===== src/rtl/packet_gen.sv =====
// packet_gen: CSR-programmed Avalon-ST test packet transmitter.
// 64-bit beats, 8 symbols per beat, first byte in [63:56].
// Byte n of every packet is (SEED + n) mod 256. Packets of one START run
// back-to-back. The CSR port is Avalon-MM with a fixed one-cycle read latency.
module packet_gen #(
    parameter int unsigned MAX_LEN = 1518
) (
    input  logic        clk_i,
    input  logic        arst_n_i,

    output logic        csr_waitrequest_o,
    input  logic [1:0]  csr_address_i,
    input  logic        csr_write_i,
    input  logic [31:0] csr_writedata_i,
    input  logic        csr_read_i,
    output logic [31:0] csr_readdata_o,
    output logic        csr_readdatavalid_o,

    input  logic        ast_ready_i,
    output logic [63:0] ast_data_o,
    output logic        ast_valid_o,
    output logic        ast_startofpacket_o,
    output logic        ast_endofpacket_o,
    output logic [2:0]  ast_empty_o
);

    localparam logic [1:0] ADDR_CTRL  = 2'd0;
    localparam logic [1:0] ADDR_LEN   = 2'd1;
    localparam logic [1:0] ADDR_COUNT = 2'd2;
    localparam logic [1:0] ADDR_SEED  = 2'd3;

    localparam logic [0:0] ST_IDLE = 1'b0;
    localparam logic [0:0] ST_SEND = 1'b1;

    localparam logic [15:0] LEN_RESET   = 16'd64;
    localparam logic [15:0] COUNT_RESET = 16'd1;
    localparam logic [15:0] MAX_LEN_W   = 16'(MAX_LEN);

    // Programmable registers (software view)
    logic [15:0] len_q,   len_d;
    logic [15:0] count_q, count_d;
    logic [7:0]  seed_q,  seed_d;
    logic        err_q,   err_d;
    logic [15:0] sent_q,  sent_d;

    // Snapshot taken at START; the transmitter only looks at these
    logic [15:0] snap_len_q,   snap_len_d;
    logic [15:0] snap_count_q, snap_count_d;
    logic [7:0]  snap_seed_q,  snap_seed_d;

    // Transmit state
    logic [0:0]  state_q, state_d;
    logic [7:0]  beat_q,  beat_d;

    // CSR read return path
    logic [31:0] rdata_q,  rdata_d;
    logic        rvalid_q, rvalid_d;

    // Derived transmit signals
    logic        sending;
    logic [12:0] words_m1;
    logic        last_beat;
    logic        final_pkt;
    logic        xfer;
    logic [63:0] beat_data;
    logic [15:0] byte_idx;
    logic [2:0]  empty_val;

    // START qualification
    logic        start_req;
    logic        len_ok;
    logic        count_ok;

    logic        unused_wdata;

    assign unused_wdata = ^csr_writedata_i[31:16];

    assign csr_waitrequest_o = 1'b0;

    assign sending   = (state_q == ST_SEND);
    // words - 1 == (LEN - 1) / 8, valid because a started LEN is never 0
    assign words_m1  = 13'((snap_len_q - 16'd1) >> 3);
    assign last_beat = ({5'd0, beat_q} == words_m1);
    assign final_pkt = (sent_q == (snap_count_q - 16'd1));
    assign xfer      = sending && ast_ready_i;
    assign empty_val = 3'd0 - snap_len_q[2:0];

    assign start_req = csr_write_i && (csr_address_i == ADDR_CTRL) && csr_writedata_i[0];
    assign len_ok    = (len_q != 16'd0) && (len_q <= MAX_LEN_W);
    assign count_ok  = (count_q != 16'd0);

    // Build the current beat from the pattern; lanes past LEN stay zero
    always_comb begin
        beat_data = '0;
        byte_idx  = '0;
        for (int unsigned j = 0; j < 8; j++) begin
            byte_idx = {5'd0, beat_q, 3'd0} + 16'(j);
            if (byte_idx < snap_len_q) begin
                beat_data[63 - 8*j -: 8] = snap_seed_q + byte_idx[7:0];
            end
        end
    end

    // Source outputs are decoded from state so reset removes valid at once
    always_comb begin
        ast_valid_o         = sending;
        ast_data_o          = sending ? beat_data : '0;
        ast_startofpacket_o = sending && (beat_q == 8'd0);
        ast_endofpacket_o   = sending && last_beat;
        ast_empty_o         = (sending && last_beat) ? empty_val : '0;
    end

    assign csr_readdata_o      = rdata_q;
    assign csr_readdatavalid_o = rvalid_q;

    // CSR read mux: captures the pre-write value when read and write coincide
    always_comb begin
        rvalid_d = csr_read_i;
        rdata_d  = '0;
        if (csr_read_i) begin
            case (csr_address_i)
                ADDR_CTRL:  rdata_d = {sent_q, 14'd0, err_q, sending};
                ADDR_LEN:   rdata_d = {16'd0, len_q};
                ADDR_COUNT: rdata_d = {16'd0, count_q};
                ADDR_SEED:  rdata_d = {24'd0, seed_q};
                default:    rdata_d = '0;
            endcase
        end
    end

    // Next-state: CSR writes, START acceptance and beat/packet sequencing
    always_comb begin
        len_d        = len_q;
        count_d      = count_q;
        seed_d       = seed_q;
        err_d        = err_q;
        sent_d       = sent_q;
        snap_len_d   = snap_len_q;
        snap_count_d = snap_count_q;
        snap_seed_d  = snap_seed_q;
        state_d      = state_q;
        beat_d       = beat_q;

        if (csr_write_i) begin
            case (csr_address_i)
                ADDR_CTRL: begin
                    if (csr_writedata_i[1]) begin
                        err_d = 1'b0;
                    end
                end
                ADDR_LEN: begin
                    if (!sending) len_d = csr_writedata_i[15:0];
                end
                ADDR_COUNT: begin
                    if (!sending) count_d = csr_writedata_i[15:0];
                end
                ADDR_SEED: begin
                    if (!sending) seed_d = csr_writedata_i[7:0];
                end
                default: ;
            endcase
        end

        // A rejected START sets ERR even if the same write also asks to clear it
        if (start_req && !sending) begin
            if (len_ok && count_ok) begin
                snap_len_d   = len_q;
                snap_count_d = count_q;
                snap_seed_d  = seed_q;
                sent_d       = '0;
                beat_d       = '0;
                state_d      = ST_SEND;
            end else begin
                err_d = 1'b1;
            end
        end

        if (xfer) begin
            if (last_beat) begin
                beat_d = '0;
                sent_d = sent_q + 16'd1;
                if (final_pkt) begin
                    state_d = ST_IDLE;
                end
            end else begin
                beat_d = beat_q + 8'd1;
            end
        end
    end

    // Register update with asynchronous active-low reset
    always_ff @(posedge clk_i or negedge arst_n_i) begin
        if (!arst_n_i) begin
            len_q        <= LEN_RESET;
            count_q      <= COUNT_RESET;
            seed_q       <= '0;
            err_q        <= 1'b0;
            sent_q       <= '0;
            snap_len_q   <= '0;
            snap_count_q <= '0;
            snap_seed_q  <= '0;
            state_q      <= ST_IDLE;
            beat_q       <= '0;
            rdata_q      <= '0;
            rvalid_q     <= 1'b0;
        end else begin
            len_q        <= len_d;
            count_q      <= count_d;
            seed_q       <= seed_d;
            err_q        <= err_d;
            sent_q       <= sent_d;
            snap_len_q   <= snap_len_d;
            snap_count_q <= snap_count_d;
            snap_seed_q  <= snap_seed_d;
            state_q      <= state_d;
            beat_q       <= beat_d;
            rdata_q      <= rdata_d;
            rvalid_q     <= rvalid_d;
        end
    end

endmodule


===== config.mk =====
export PLATFORM = sky130hd
export DESIGN_NAME = packet_gen
export DESIGN_NICKNAME = d
export VERILOG_FILES = /design/src/rtl/packet_gen.sv
export SDC_FILE = /design/constraint.sdc
export NUM_CORES = 1
export LEC_CHECK = 0
export ABC_AREA = 1
export CAP_MARGIN = 20
export CORE_AREA = 2 2 129 131
export CTS_CLUSTER_DIAMETER = 40
export DETAILED_ROUTE_END_ITERATION = 8
export DIE_AREA = 0 0 131 133
export HOLD_SLACK_MARGIN = 0.08
export PLACE_DENSITY = 0.84
export REMOVE_ABC_BUFFERS = 1
export SYNTH_ARGS = -nofsm -noshare
export SYNTH_HDL_FRONTEND = slang
export SYNTH_SLANG_ARGS = --single-unit

===== constraint.sdc =====
create_clock -name clk_i -period 4.43 [get_ports clk_i]
set_input_delay 0.886 -clock clk_i [delete_from_list [all_inputs] [get_ports clk_i]]
set_output_delay 0.886 -clock clk_i [all_outputs]
set_load 0.05 [all_outputs]

# == Word level (Yosys, flattened, before mapping) ==
# Cells that the tools add are included.
# word_totals
regBits,139
latchBits,0
ramBits,0
romBits,0
inputBits,39
output_inout_bits,104
mem_count,0
# op_classes
n_addsub,20
multipliers,0
div_mod_pow,0
order_cmp,9
n_eq_ne,5
shift,0
muxes,30
bitwise_logic,1
n_reduce_logical,20
# op_table
cell,count
$pmux W32 S4,1
$lt A12 B16 Y1,7
$mux W8,12
$add A8 B8 Y8,8
$mux W16,4
$mux W64,1
$add A11 B3 Y12 const B,4
$mux W32,1
$reduce_bool A16 Y1,2
$sub A16 B1 Y16 const B,2
$add A11 B2 Y12 const B,2
$add A16 B1 Y16 const B,1
$eq A16 B16 Y1,1
$le A16 B11 Y1 const B,1
$lt A11 B16 Y1,1
$eq A8 B13 Y1,1
$add A11 B1 Y12 const B,1
$mux W1,10
$reduce_and A3 Y1,3
$add A8 B1 Y8 const B,1
$logic_and A1 B1 Y1,8
$logic_not A8 Y1,1
$eq A2 B2 Y1 const B,2
$reduce_and A2 Y1,2
other kinds (7),8

# == Depth between registers and ports, before layout ==
# Gate-level depths: netlist of the first run.
# logic_depth
word_depth,8
depth_mapped,17
depth_no_buf,16

# == Worst setup path after synthesis of the first run ==
# OpenSTA, ideal clock, no wires.
# synth_timing
path_type,register -> output
start,register snap_len_q[5]
end,output port ast_data_o[4]
t_arrival_ns,3.959
t_required_ns,3.544
slack_ns,-0.415
path_stages_with_launch,9
n_path_buf,0
cell_sequence,dfrtp_1 inv_1 ha_1 a21o_1 a21boi_0 o21ai_0 nand2_1 nand2_1 a2111oi_0
# synth_between
elab_chain_cells,3
# synth_rtl
element,line_no,rtl
start: declaration,47,"logic [15:0] snap_len_q, snap_len_d;"
start signal: assignment,212,snap_len_q <= snap_len_d;
$lt A12 B16 Y1,98,if (byte_idx < snap_len_q) begin
$mux W8,98,
$mux W64,107,ast_data_o = sending ? beat_data : '0;
end: declaration,20,"output logic [63:0] ast_data_o,"
# Every way passes these cells.

# == Worst setup path after layout of the first run ==
# layout_timing
start,register snap_len_q[9]
end,output port ast_data_o[58]
# layout_between
elab_chain_cells,3
# layout_rtl
element,line_no
$lt A11 B16 Y1,98
$mux W8,98
$mux W64,107
# Every way passes these cells.

==> flow_results.org, run 1 <==
** Run status
- The run finished with clean final reports.

** Detailed routing
- Total DRC errors in the routed layout :: 0
- In this run, the number of DRC markers left after iteration 0 of detailed routing was roughly 740.
- Once detail routing completed, the nets flagged for antenna violations numbered 0.
- For this block, the via count after detailed routing is slightly below 9000.
- Dividing the detail-routed via count by the number of cells gives 5.35.
- Routed wire per std cell :: 15.1 um
- Number of iterations in the first detailed-routing pass :: 7
- Drt total wl :: 24900 um

** Worst setup path
- Count of buffer and inverter cells on the critical path :: 4
- Startpoint class of the critical path :: flop
- Delay of the slowest cell on the worst path :: 0.86 ns
- Worst r2r src :: snap_len_q[1]
- Endpoint of the worst-slack reg-to-reg timing path :: sent_q[14]
- The worst register-to-register path has a depth of 15.
- The worst setup path is of the reg -> out kind.
- Arrival time of the worst setup path :: 3.40 ns
- Library cell contributing the largest single delay on the critical path :: clkdlybuf4s50_1
- Among the stages of the critical path, the cell type that occurs most often is inv_1.
- STA puts the critical path data required time at ~3.5 ns.
- Worst setup EP type :: output port
- Along the worst path, the maximum fanout reaches 6.
- Largest delay share family, worst path :: buffers and inverters
- Cells traversed along the worst timing path :: inv_1 -> ha_1 -> nand2_1 -> inv_1 -> o21a_1 -> o21ai_1 -> buf_4 -> nand3_1 -> nor2_1 -> clkdlybuf4s50_1
- Reg2reg setup slack :: ~1.9 ns

** Synthesis
- Mapped cell area :: roughly 0.009 mm^2
- The number of different library cells used by synthesis comes to 50.
- Synthesis produced a netlist whose cell count is 1295.
- After synthesis the netlist holds a flip-flop and latch count of approximately 140.
- In this run the mean area of a mapped cell was 7.01 um^2.
- Predominant post-synthesis flop cell :: dfrtp_1
- Counting flops with a built-in enable in the synthesized netlist gives 0.
- The biggest area contributor in the post-synthesis netlist is dfrtp_1.
- Share of synthesized registers carrying an async set or reset :: 100%
- For this run, the register share of the synthesized area comes to 38.3%.
- The synthesized design devotes to its leading area cell type 37.8% of total area.
- For this run, the number of Yosys warnings is 0.
- Main area contributors after synthesis :: dfrtp_1 (38%), nand2_1 (17%), inv_1 (7.0%), o21ai_0 (5.7%), nor2_1 (5.6%)

** GRT
- Initial antenna violation count :: 0
- Largest net degree at the start of global routing :: 88
- Via count of the first global-routing pass :: between 8000 and 9000
- The first global-routing pass estimated 40100 um of wire.
- Across every metal layer, demand over resource in global routing totals 29.2%.
- Overflow left after global routing :: 0

** Finish
- Antenna diode count :: 0
- The final layout contains approximately 1500 nets.
- Non-Filler Cell Area, Final :: 0.0112 mm^2
- The library cells used most frequently in the layout, excluding fill and tap cells, are nand2_1 (403), inv_1 (170), dfrtp_1 (137).
- Share of cells above drive strength 1 :: 5.59%
- The area growth from synthesis to layout is 22.9%.
- For this run, the share of the core covered by cells in the final layout is 69.0%.
- Commonest non-fill, non-tap cell in the layout :: nand2_1

** Power
- The analysis attributes to cell leakage a power of 0.00604 uW.
- Peak supply drop :: 0.000542 V
- Power density over the cells :: 494 mW/mm^2
- Total power :: around 5500 uW

** Placed design
- Gp weighted congestion :: 0.933
- Buffers added on ports :: ~130
- Placed wire-length estimate :: around 18000 um
- At the placement stage, the worst setup path has a slack of 0.327 ns.
- Post-Place Cell Area :: 0.0105 mm^2

** Clocking
- No sink is reached through more buffers than the 2 on the longest clock path.
- Post-CTS setup buffers :: 0
- For the worst-skew pair, the clock arrives at the later sink with an insertion delay of about 0.42 ns.
- Clock net sink count :: 139
- Number of hold buffers added after CTS :: 0
- CTS built an H-tree with a depth of 4.
- Number of buffers created by CTS :: 17
- TritonCTS built the clock tree.
- Worst-path clk slew :: 0.06 ns
- CTS placed an instance of clkbuf_16 at the clock tree root.

** Die
- For this configuration, the core starts out at a cell density of 56.1%.
- Standard-cell row count :: 47
- Top-Level Pins :: 143
- Die Span X :: between 100 and 150 um
- Core Footprint :: 0.0162 mm^2
- Overall die area :: 0.0174 mm^2
- Die Height :: 133 um

** STA
- Setup slack on the critical path of the routed design comes to 0.147 ns.
- The worst pin sits at a relative slew slack of 34.9%.
- The number of hold-slack violations in the final timing report was 0.
- Maximum clock rate :: about 230 MHz
- Across the routed clock network, the largest skew measured is 0.00979 ns.
- At the pin with the least slew margin, the transition time is 0.974 ns.
- Setup violations remaining at the end of the flow were counted as 0.
- Fin crit period :: 4.28 ns
- In the finished design, the share of the clock period the worst path needs comes to 96.7%.
- The number of slew-limit violations in the final report came to 0.
- Setup TNS :: 0 ns

** Min path
- Cell depth of the worst hold path :: 2
- Startpoint of the lowest-slack hold path :: err_q
- Kind of path behind the tightest hold check :: reg -> reg
- Destination of the worst hold path :: err_q

** Job
- Across the run, the number of max-cap violations was 0.
## cells in the mapped netlist, types with 2 or more instances
library cell,instances
nor2_4,6
dfstp_2,2
ha_1,29
clkinv_1,3
nand4_1,17
nor3_1,24
nand3b_1,5
inv_2,5
buf_2,6
nor2_8,2
nor2_1,136
o2111a_1,2
buf_1,2
nand2_4,3
clkbuf_1,22
o211ai_1,3
fa_1,2
o21ai_0,103
a221oi_1,3
nor2_2,6
nand2_1,403
buf_6,2
dfrtp_1,137
inv_1,170
and3_1,2
nand2_2,6
nor4_1,3
a211oi_1,6
xor2_1,47
a21oi_1,26
nand3_1,77
buf_4,4
xnor2_1,14
## worst min-delay path, delay by kind of cell, from the launching register on
family / cells / cell delay, ns
AO/OA/AOI/OAI: 1 / 0.07
AND/OR/NAND/NOR: 1 / 0.06
flip-flops: 1 / 0.33
## per-layer routing
layer	vias to the layer above	track usage (%)	part of all wire, %
li1	4308	-	-
met1	4109	38.4	42
met2	354	48.6	49
met3	58	4.57	6.2
met4	0	10.6	2.7
met5	-	0	0
## sequential cells by signal (all words and copies together) (netlist names)
| signal | count |
|---|---|
| csr_readdatavalid_o | 1 |
| csr_readdata_o | 32 |
| beat_q | 8 |
| count_q | 16 |
| snap_len_q | 16 |
| snap_seed_q | 8 |
| sent_q | 16 |
| err_q | 1 |
| seed_q | 8 |
| len_q | 16 |
| ast_valid_o | 1 |
| snap_count_q | 16 |
## how the worst max path moves through the flow
stage	from	endpoint	slack, ns	depth (start not counted)
after floorplan	snap_len_q[4]	ast_data_o[4]	-0.45	8
after global placement	snap_len_q[5]	ast_data_o[43]	0.41	9
after detailed placement	snap_len_q[5]	ast_data_o[43]	0.33	9
after CTS	snap_len_q[5]	ast_data_o[22]	0.03	11
after global routing	snap_len_q[7]	ast_data_o[9]	-0.02	11
final	snap_len_q[9]	ast_data_o[58]	0.15	10
## timing repair
action	4_1_cts	5_1_grt
gates resized for setup	15	17
hold endpoints to repair	0	0
endpoints found under the setup margin	15	51
## power breakdown
group	internal [uW]	leakage, uW	total (uW)	switching (uW)
registers	1320	0.00183	1390	71.5
clock network	913	0.000293	1450	538
logic	786	0.00391	2670	1890
total	3010	0.00604	5510	2500
## area by class of cell
| cell class | count | area, um^2 |
|---|---|---|
| Fill cell | 1335 | 5010 |
| Multi-Input combinational cell | 942 | 4760 |
| Sequential cell | 139 | 3480 |
| Timing Repair Buffer | 139 | 1370 |
| Inverter | 178 | 668 |
| Clock buffer | 21 | 460 |
| Tap cell | 220 | 275 |
| Clock inverter | 11 | 143 |
## cell families after synthesis
| family | synth area share [%] |
|---|---|
| XOR/XNOR | 6.06 |
| AND/OR/NAND/NOR | 32.7 |
| flip-flops | 38.3 |
| AO/OA/AOI/OAI | 9.19 |
| buffers and inverters | 9.26 |
| adder cells (fa/ha/maj) | 4.44 |
| other | 0.0413 |
## through the flow
| stage | std cells | hold slack, ns |
|---|---|---|
| after floorplan | 1259 | 0.453 |
| after global placement | 1618 | 0.469 |
| after detailed placement | 1618 | 0.474 |
| after CTS | 1650 | 0.488 |
| after global routing | 1650 | 0.512 |
| final | 1650 | 0.488 |
(Power assumes the default switching activity.)
==> run 2, diff against run 1 <==
--- a/config.mk
+++ b/config.mk
@@ -11,8 +11,9 @@
 export CTS_CLUSTER_DIAMETER = 40
 export DETAILED_ROUTE_END_ITERATION = 8
 export DIE_AREA = 0 0 131 133
+export DONT_BUFFER_PORTS = 1
 export HOLD_SLACK_MARGIN = 0.08
-export PLACE_DENSITY = 0.84
+export PLACE_DENSITY = 0.82
 export REMOVE_ABC_BUFFERS = 1
 export SYNTH_ARGS = -nofsm -noshare
 export SYNTH_HDL_FRONTEND = slang
==> run 2 against run 1 <==
Non-clock buffer count decreased by 67. Global-route usage decreased by 0.52 points. Clock power decreased by 6%. Hold slack got worse by 0.32 ns. Sequential cell count unchanged. Critical path depth decreased by 1. Highest routed layer unchanged. Clock-buffer cell count decreased by 3. Clock skew decreased by 0.0025 ns.
==> flow_results.org, run 2 (synthesis results as in run 1) <==
** Clocking
- The clock sink total came to 139 (unchanged).
- Number of buffers on the longest clock path :: 2 (unchanged)
- The maximum level of the CTS H-tree came to 4 (unchanged).
- Post-CTS setup buffers :: 0 (unchanged)
- The number of buffers added by the clock tree synthesis step is 17 (unchanged).
- Worst-Skew Late Latency :: 0.42 ns (about the same)
- The cell at the root of the clock tree was clkbuf_16 (unchanged).
- The number of hold-repair buffers added at the cts stage was 0 (unchanged).
- TritonCTS clock tree :: yes (unchanged)
- Worst-path clk slew :: 0.06 ns (about the same)
- The count of instances resized after the clock tree is built is 0 (was 15).

** Power
- The switching power came to 2510 uW (was 2500 uW).
- Switching share of power :: 47.0% (was 45.3%)
- Clock network power share :: 25.7% (was 26.3%)
- The power per unit of standard cell area came to 515 mW/mm^2 (was 494 mW/mm^2).
- Share of power burned in registers :: 26.5% (was 25.2%)
- Power Internal :: 2830 uW (was 3010 uW)
- Static leakage :: 0.00559 uW (was 0.00604 uW)
- The relative contribution of combinational cells to total power came to 47.7% (was 48.5%).
- Peak supply drop :: 0.000453 V (was 0.000542 V)

** Finish
- The number of fillers in the final layout is 1369 (was 1335).
- Flip-flop count of the largest register after layout :: 32 (unchanged)
- The final standard cell area without fillers came to 0.0104 mm^2 (was 0.0112 mm^2).
- Antenna diode count :: 0 (unchanged)
- NumNets Final :: 1420 (was 1487)
- Commonest non-fill, non-tap cell in the layout :: nand2_1 (unchanged)
- The share of post-route cells with drive strength above 1 is 11.1% (was 5.59%).
- Area growth from synthesis to layout :: 14.2% (was 22.9%)
- Leading cell types in the layout, fill and taps excluded: nand2_1 (403), inv_1 (170), dfrtp_1 (137) (unchanged).

** STA
- The final worst clock skew came to 0.00728 ns (was 0.00979 ns).
- The final number of setup-violating endpoints is 0 (unchanged).
- Maximum clock rate :: 245 MHz (was 233 MHz)
- The relative max-transition margin is 35.7% (was 34.9%).
- Final worst-path cycle share :: 92.0% (was 96.7%)
- Fin. max-slew vios :: 0 (unchanged)
- The minimum period implied by the final worst setup slack came to 4.07 ns (was 4.28 ns).
- Transition time at the pin with the least slew margin :: 0.960 ns (was 0.974 ns)
- Worst hold margin :: 0.163 ns (was 0.488 ns)
- The number of hold-slack violations in the final timing report is 0 (unchanged).
- Setup repair after global routing left no endpoint under its margin.

** Die
- The starting utilization of the core area is 56.1% (unchanged).
- Core Footprint :: 0.0162 mm^2 (unchanged)
- Die Span X :: 131 um (unchanged)
- Standard-cell row count :: 47 (unchanged)
- Overall die area :: 0.0174 mm^2 (unchanged)
- The height of the die came to 133 um (unchanged).
- The number of I/O pins came to 143 (unchanged).

** Detailed routing
- The total DRC errors in the routed layout came to 0 (unchanged).
- The total vias in the final route is 8612 (was 8829).
- The routed wire length came to 24200 um (was 24900 um).
- The number of DRC violations after detailed-routing iteration 0 came to 934 (was 743).
- The average routed wire per standard cell came to 15.3 um (was 15.1 um).
- Remaining antenna violation count :: 0 (unchanged)
- The post-detailed-route via-to-cell ratio is 5.44 (was 5.35).
- The total iterations of the first detailed-routing run was 6 (was 7).

** GRT
- The aggregate global routing overflow is 0 (unchanged).
- Via count of the first global-routing pass :: 8141 (was 8332)
- The global-route usage over all layers was 28.7% (was 29.2%).
- The largest net degree at the start of global routing came to 140 (was 88).
- Global-route wire length before repair :: 39700 um (was 40100 um)
- Initial antenna violation count :: 0 (unchanged)

** Placed design
- Placed wire-length estimate :: 17500 um (was 18100 um)
- Gp weighted congestion :: 0.927 (was 0.933)
- Buffers added on ports :: 0 (was 125)
- Post-Place Cell Area :: 0.00980 mm^2 (was 0.0105 mm^2)

** Worst setup path
- The gate family responsible for the most delay along the worst path is compound AO/OA/AOI/OAI gates (was buffers and inverters).
- Worst setup EP type :: output port (unchanged)
- The data required time of the critical path is 3.54 ns (about the same).
- The kind of critical path is reg -> out (unchanged).
- Library cell contributing the largest single delay on the critical path :: dfrtp_1 (was clkdlybuf4s50_1)
- Arrival time of the worst setup path :: 3.19 ns (was 3.40 ns)
- Delay of the slowest cell on the worst path :: 0.54 ns (was 0.86 ns)
- Startpoint class of the critical path :: flop (unchanged)
- Cells traversed along the worst timing path :: clkinv_1 -> ha_1 -> a21o_1 -> a21boi_0 -> nand3_1 -> o21ai_0 -> nand2_1 -> nor2_1 -> buf_4 (was inv_1 -> ha_1 -> nand2_1 -> inv_1 -> o21a_1 -> o21ai_1 -> buf_4 -> nand3_1 -> nor2_1 -> clkdlybuf4s50_1)
- CP max FO :: 6 (unchanged)
- Count of buffer and inverter cells on the critical path :: 2 (was 4)

** Run status
- Status: completed (unchanged).

** Job
- Number of max-cap violations :: 0 (unchanged)

** Min path
- Kind of path behind the tightest hold check :: in -> async (was reg -> reg)
-- run 2: area by class of cell --
cell class                      instances  area [um^2]  area share (%)
Tap cell                              220          275            2.65
Clock buffer                           18          429            4.14
Sequential cell                       139         3480            33.6
Timing Repair Buffer                   72          541            5.21
Inverter                              178          668            6.44
Multi-Input combinational cell        942         4840            46.6
Clock inverter                         13          143            1.37
-- run 2: power by group through the flow --
stage / sequential (uW) / clock [uW] / combinational, uW
finish: 1420 / 1370 / 2550
global route: 1420 / 1440 / 2710
CTS: 1420 / 1390 / 2540
detailed placement: 1440 / 0 / 2530
global placement: 1430 / 0 / 2500
floorplan: 1410 / 0 / 1820
-- run 2: final timing paths --
kind,endpoint,startpoint,slack (ns),depth (start not counted)
hold / removal,csr_readdata_o[29],arst_n_i,0.16,0
setup reg to reg,sent_q[3],snap_len_q[0],1.98,15
hold reg to reg,err_q,err_q,0.50,2
max in group asynchronous,count_q[0],arst_n_i,3.98,0
min in group clk_i,csr_readdatavalid_o,csr_read_i,0.49,0
setup / recovery,ast_data_o[40],snap_len_q[4],0.36,9
-- run 2: through the flow --
step	cells	power (uW)	setup WS (ns)	setup TNS, ns	utilization [%]
3_5_place_dp	1551	3970	0.811	0	60.6
3_3_place_gp	1551	3940	0.858	0	60.6
6_report	1582	5340	0.355	0	64.1
2_1_floorplan	1259	3230	-0.448	-0.448	-
4_1_cts	1582	5340	0.368	0	64.1
5_1_grt	1582	5570	0.148	0	64.1
-- run 2: per-layer routing --
metal	vias up	GRT usage (%)	wire length [um]
met1	4061	37.7	10300
met2	327	47.8	12000
met4	0	11.2	688
li1	4171	-	-
met5	-	0	0
met3	53	3.88	1270
==> run 3, diff against run 2 <==
--- a/config.mk
+++ b/config.mk
@@ -12,6 +12,7 @@
 export DETAILED_ROUTE_END_ITERATION = 8
 export DIE_AREA = 0 0 131 133
 export DONT_BUFFER_PORTS = 1
+export GPL_TIMING_DRIVEN = 0
 export HOLD_SLACK_MARGIN = 0.08
 export PLACE_DENSITY = 0.82
 export REMOVE_ABC_BUFFERS = 1
==> run 3 against run 2 <==
Utilization fell by 1.7 points. Wire length fell by 1.4%. Hold slack got worse by 0.0039 ns. Sequential share of layout area rose by 0.91 points. Register-to-register slack got worse by 0.59 ns. Clock power barely moved. Final cell count fell by 3.8%. Sequential power barely moved. Combinational power fell by 9.0%. Power fell by 4.2%. Via count fell by 2.2%.
==> flow_results.org, run 3 (synthesis results as in run 1) <==
** Run status
- Status :: completed (unchanged)

** Finish
- Non-Filler Cell Area, Final :: 0.0101 mm^2 (was 0.0104 mm^2)
- The area of the multi-input gates is 0.00498 mm^2 (was 0.00484 mm^2).
- The commonest non-fill, non-tap cell in the layout was nand2_1 (unchanged).
- Final cell count without fillers :: 1522 (was 1582)
- Antenna diode count :: 0 (unchanged)
- The area of all sequential standard cells was 0.00348 mm^2 (about the same).
- The number of flip-flops in the largest register is 32 (unchanged).
- The end-of-flow core utilization is 62.5% (was 64.1%).
- Fillcell total :: 1411 (was 1369)
- The share of post-route cells with drive strength above 1 came to 9.29% (was 11.1%).
- The area growth from synthesis to layout was 11.3% (was 14.2%).
- The number of nets in the final layout was 1360 (was 1420).
- Leading cell types in the layout, fill and taps excluded: nand2_1 (402), inv_1 (170), dfrtp_1 (136) (was nand2_1 (403), inv_1 (170), dfrtp_1 (137)).

** Clocking
- Number of buffers on the longest clock path :: 2 (unchanged)
- The number of setup buffers added after CTS was 0 (unchanged).
- The source-to-sink clock delay at the later pin of the worst-skew pair is 0.42 ns (about the same).
- The clock-pin slew on the worst setup and hold paths is 0.06 ns (about the same).
- The cell at the root of the clock tree is clkbuf_16 (unchanged).
- The maximum level of the CTS H-tree came to 4 (unchanged).
- TritonCTS clock tree :: yes (unchanged)
- The number of buffers added by the clock tree synthesis step was 17 (unchanged).
- Clock net sink count :: 139 (unchanged)

** Placed design
- The number of input and output port buffers inserted was 0 (unchanged).
- Placed Cells incl. Taps :: 1489 (was 1551)
- The placed standard-cell area is 0.00935 mm^2 (was 0.00980 mm^2).
- Gp weighted congestion :: 0.924 (was 0.927)
- The placed wire-length estimate after detailed placement is 16800 um (was 17500 um).
- Worst setup timing slack at the placement stage :: 0.264 ns (was 0.811 ns)

** Worst setup path
- The critical path's largest stage delay was 0.56 ns (was 0.54 ns).
- Arrival time of the worst setup path :: 3.45 ns (was 3.19 ns)
- The data required time of the critical path came to 3.54 ns (about the same).
- The endpoint kind of the worst setup timing path was an output port (unchanged).
- Worst Path Class, Setup :: reg -> out (unchanged)
- The number of buffers and inverters on the critical path came to 2 (unchanged).
- Cells traversed along the worst timing path: inv_1 -> ha_1 -> nand2_1 -> inv_1 -> o21a_1 -> o21ai_2 -> nand3_1 -> o21ai_0 -> nand2_1 -> nor2_2 (was clkinv_1 -> ha_1 -> a21o_1 -> a21boi_0 -> nand3_1 -> o21ai_0 -> nand2_1 -> nor2_1 -> buf_4).
- The cell with the largest stage delay on the worst path is nor2_2 (was dfrtp_1).
- The gate family responsible for the most delay along the worst path was simple AND/OR/NAND/NOR gates (was compound AO/OA/AOI/OAI gates).
- The startpoint type of the worst setup path was a flop (unchanged).
- The critical-path maximum fanout came to 8 (was 6).

** Die
- The starting utilization of the core area came to 56.1% (unchanged).
- The number of standard-cell rows in the floorplan was 47 (unchanged).
- The width of the die came to 131 um (unchanged).
- The core area came to 0.0162 mm^2 (unchanged).
- The number of I/O pins is 143 (unchanged).
- The floorplan die area was 0.0174 mm^2 (unchanged).
- The height of the die came to 133 um (unchanged).

** Detailed routing
- Highest Signal Layer :: met4 (unchanged)
- The met3 routed wirelength is 1700 um (was 1270 um).
- The met2 wire length was 11900 um (was 12000 um).
- The post-detailed-route via-to-cell ratio was 5.54 (was 5.44).
- Total DRC errors in the routed layout :: 0 (unchanged)
- The total vias in the final route was 8425 (was 8612).
- Remaining antenna violation count :: 0 (unchanged)
- Number of iterations in the first detailed-routing pass :: 6 (unchanged)
- Detailed-route wire length on metal 1 :: 9750 um (was 10300 um)
- The number of DRC violations after detailed-routing iteration 0 was 676 (was 934).
- Routed wire per std cell :: 15.7 um (was 15.3 um)
- The routed wire length was 23900 um (was 24200 um).

** Power
- The leakage dissipation is 0.00532 uW (was 0.00559 uW).
- Power density over the cells :: 506 mW/mm^2 (was 515 mW/mm^2)
- Clock network power share :: 26.9% (was 25.7%)
- The switching power is 2510 uW (about the same).
- Power Internal :: 2600 uW (was 2830 uW)
- The relative contribution of combinational cells to total power came to 45.4% (was 47.7%).
- The largest voltage drop on the vdd net came to 0.000526 V (was 0.000453 V).
- Share of power burned in registers :: 27.7% (was 26.5%)
- The switching portion of total power was 49.1% (was 47.0%).

** GRT
- Overflow left after global routing :: 0 (unchanged)
- Global-route wire length before repair :: 37800 um (was 39700 um)
- The global-route usage over all layers was 27.3% (was 28.7%).
- Largest net degree at the start of global routing :: 140 (unchanged)
- The number of antenna violations at the first check in global routing was 0 (unchanged).
- The via count of the first global-routing pass came to 7722 (was 8141).

** STA
- Tightest slew margin relative to the limit :: 36.5% (was 35.7%)
- Unrepaired setup endpoints after global routing :: yes (was no)
- The setup TNS was 0 ns (unchanged).
- Setup slack after layout :: 0.0953 ns (was 0.355 ns)
- The share of the clock period used by the worst path came to 97.8% (was 92.0%).
- Transition time at the pin with the least slew margin :: 0.950 ns (was 0.960 ns)
- Fin. max-slew vios :: 0 (unchanged)
- The maximum operating frequency came to 231 MHz (was 245 MHz).
- The minimum period implied by the final worst setup slack is 4.33 ns (was 4.07 ns).
- The final number of setup-violating endpoints is 0 (unchanged).
- The number of hold-slack violations in the final timing report is 0 (unchanged).
- The final worst clock skew was 0.00683 ns (was 0.00728 ns).

** Min path
- Kind of path behind the tightest hold check :: in -> async (unchanged)

** Job
- The max-capacitance violation count is 0 (unchanged).
run 3: cell types whose count changed in the layout (fill, tap and decap cells not counted), moves of 4 or more:
cell / previous run / this run
a211oi_4: 0 / 4
nor2_4: 6 / 13
clkinv_4: 0 / 4
a211oi_2: 6 / 2
nor2_1: 136 / 110
buf_4: 72 / 10
clkinvlp_4: 5 / 1
nor2_2: 6 / 25
run 3: final timing paths:
kind | depth (start not counted) | end | slack, ns | startpoint
setup / recovery | 10 | ast_data_o[41] | 0.1 | snap_len_q[9]
hold / removal | 0 | csr_readdata_o[28] | 0.16 | arst_n_i
setup reg to reg | 9 | ast_valid_o | 1.39 | ast_valid_o
hold reg to reg | 2 | snap_count_q[15] | 0.50 | snap_count_q[15]
max in group asynchronous | 0 | len_q[6] | 4.05 | arst_n_i
min in group clk_i | 0 | csr_readdatavalid_o | 0.49 | csr_read_i
run 3: power by group through the flow:
| stage | registers, uW | logic [uW] | clock network [uW] |
|---|---|---|---|
| 3_3_place_gp | 1430 | 2020 | 0 |
| 4_1_cts | 1420 | 2190 | 1390 |
| 6_report | 1420 | 2320 | 1380 |
| 3_5_place_dp | 1440 | 2170 | 0 |
| 5_1_grt | 1420 | 2460 | 1450 |
| 2_1_floorplan | 1410 | 1820 | 0 |
run 3: layer usage:
layer	up-vias	track usage, %
met3	51	4.16
met2	368	45.4
li1	4052	-
met5	-	0
met4	0	9.28
met1	3954	36.3
run 3: metrics by stage:
step / hold WS (ns) / power [uW]
after floorplan: 0.453 / 3230
after global placement: 0.471 / 3460
after detailed placement: 0.482 / 3610
after CTS: 0.150 / 4990
after global routing: 0.145 / 5330
final: 0.159 / 5110
run 3: cell type report:
type / instances / share of cell area (%)
Clock buffer: 18 / 4.25
Clock inverter: 13 / 1.42
Inverter: 178 / 6.61
Multi-Input combinational cell: 942 / 49.3
Sequential cell: 139 / 34.5
Tap cell: 220 / 2.72
Timing Repair Buffer: 12 / 1.21
run 3: timing repair:
item | in CTS | in global routing
hold buffers | 0 | 0
setup endpoints to repair | 14 | 33
resized for setup | 5 | 37
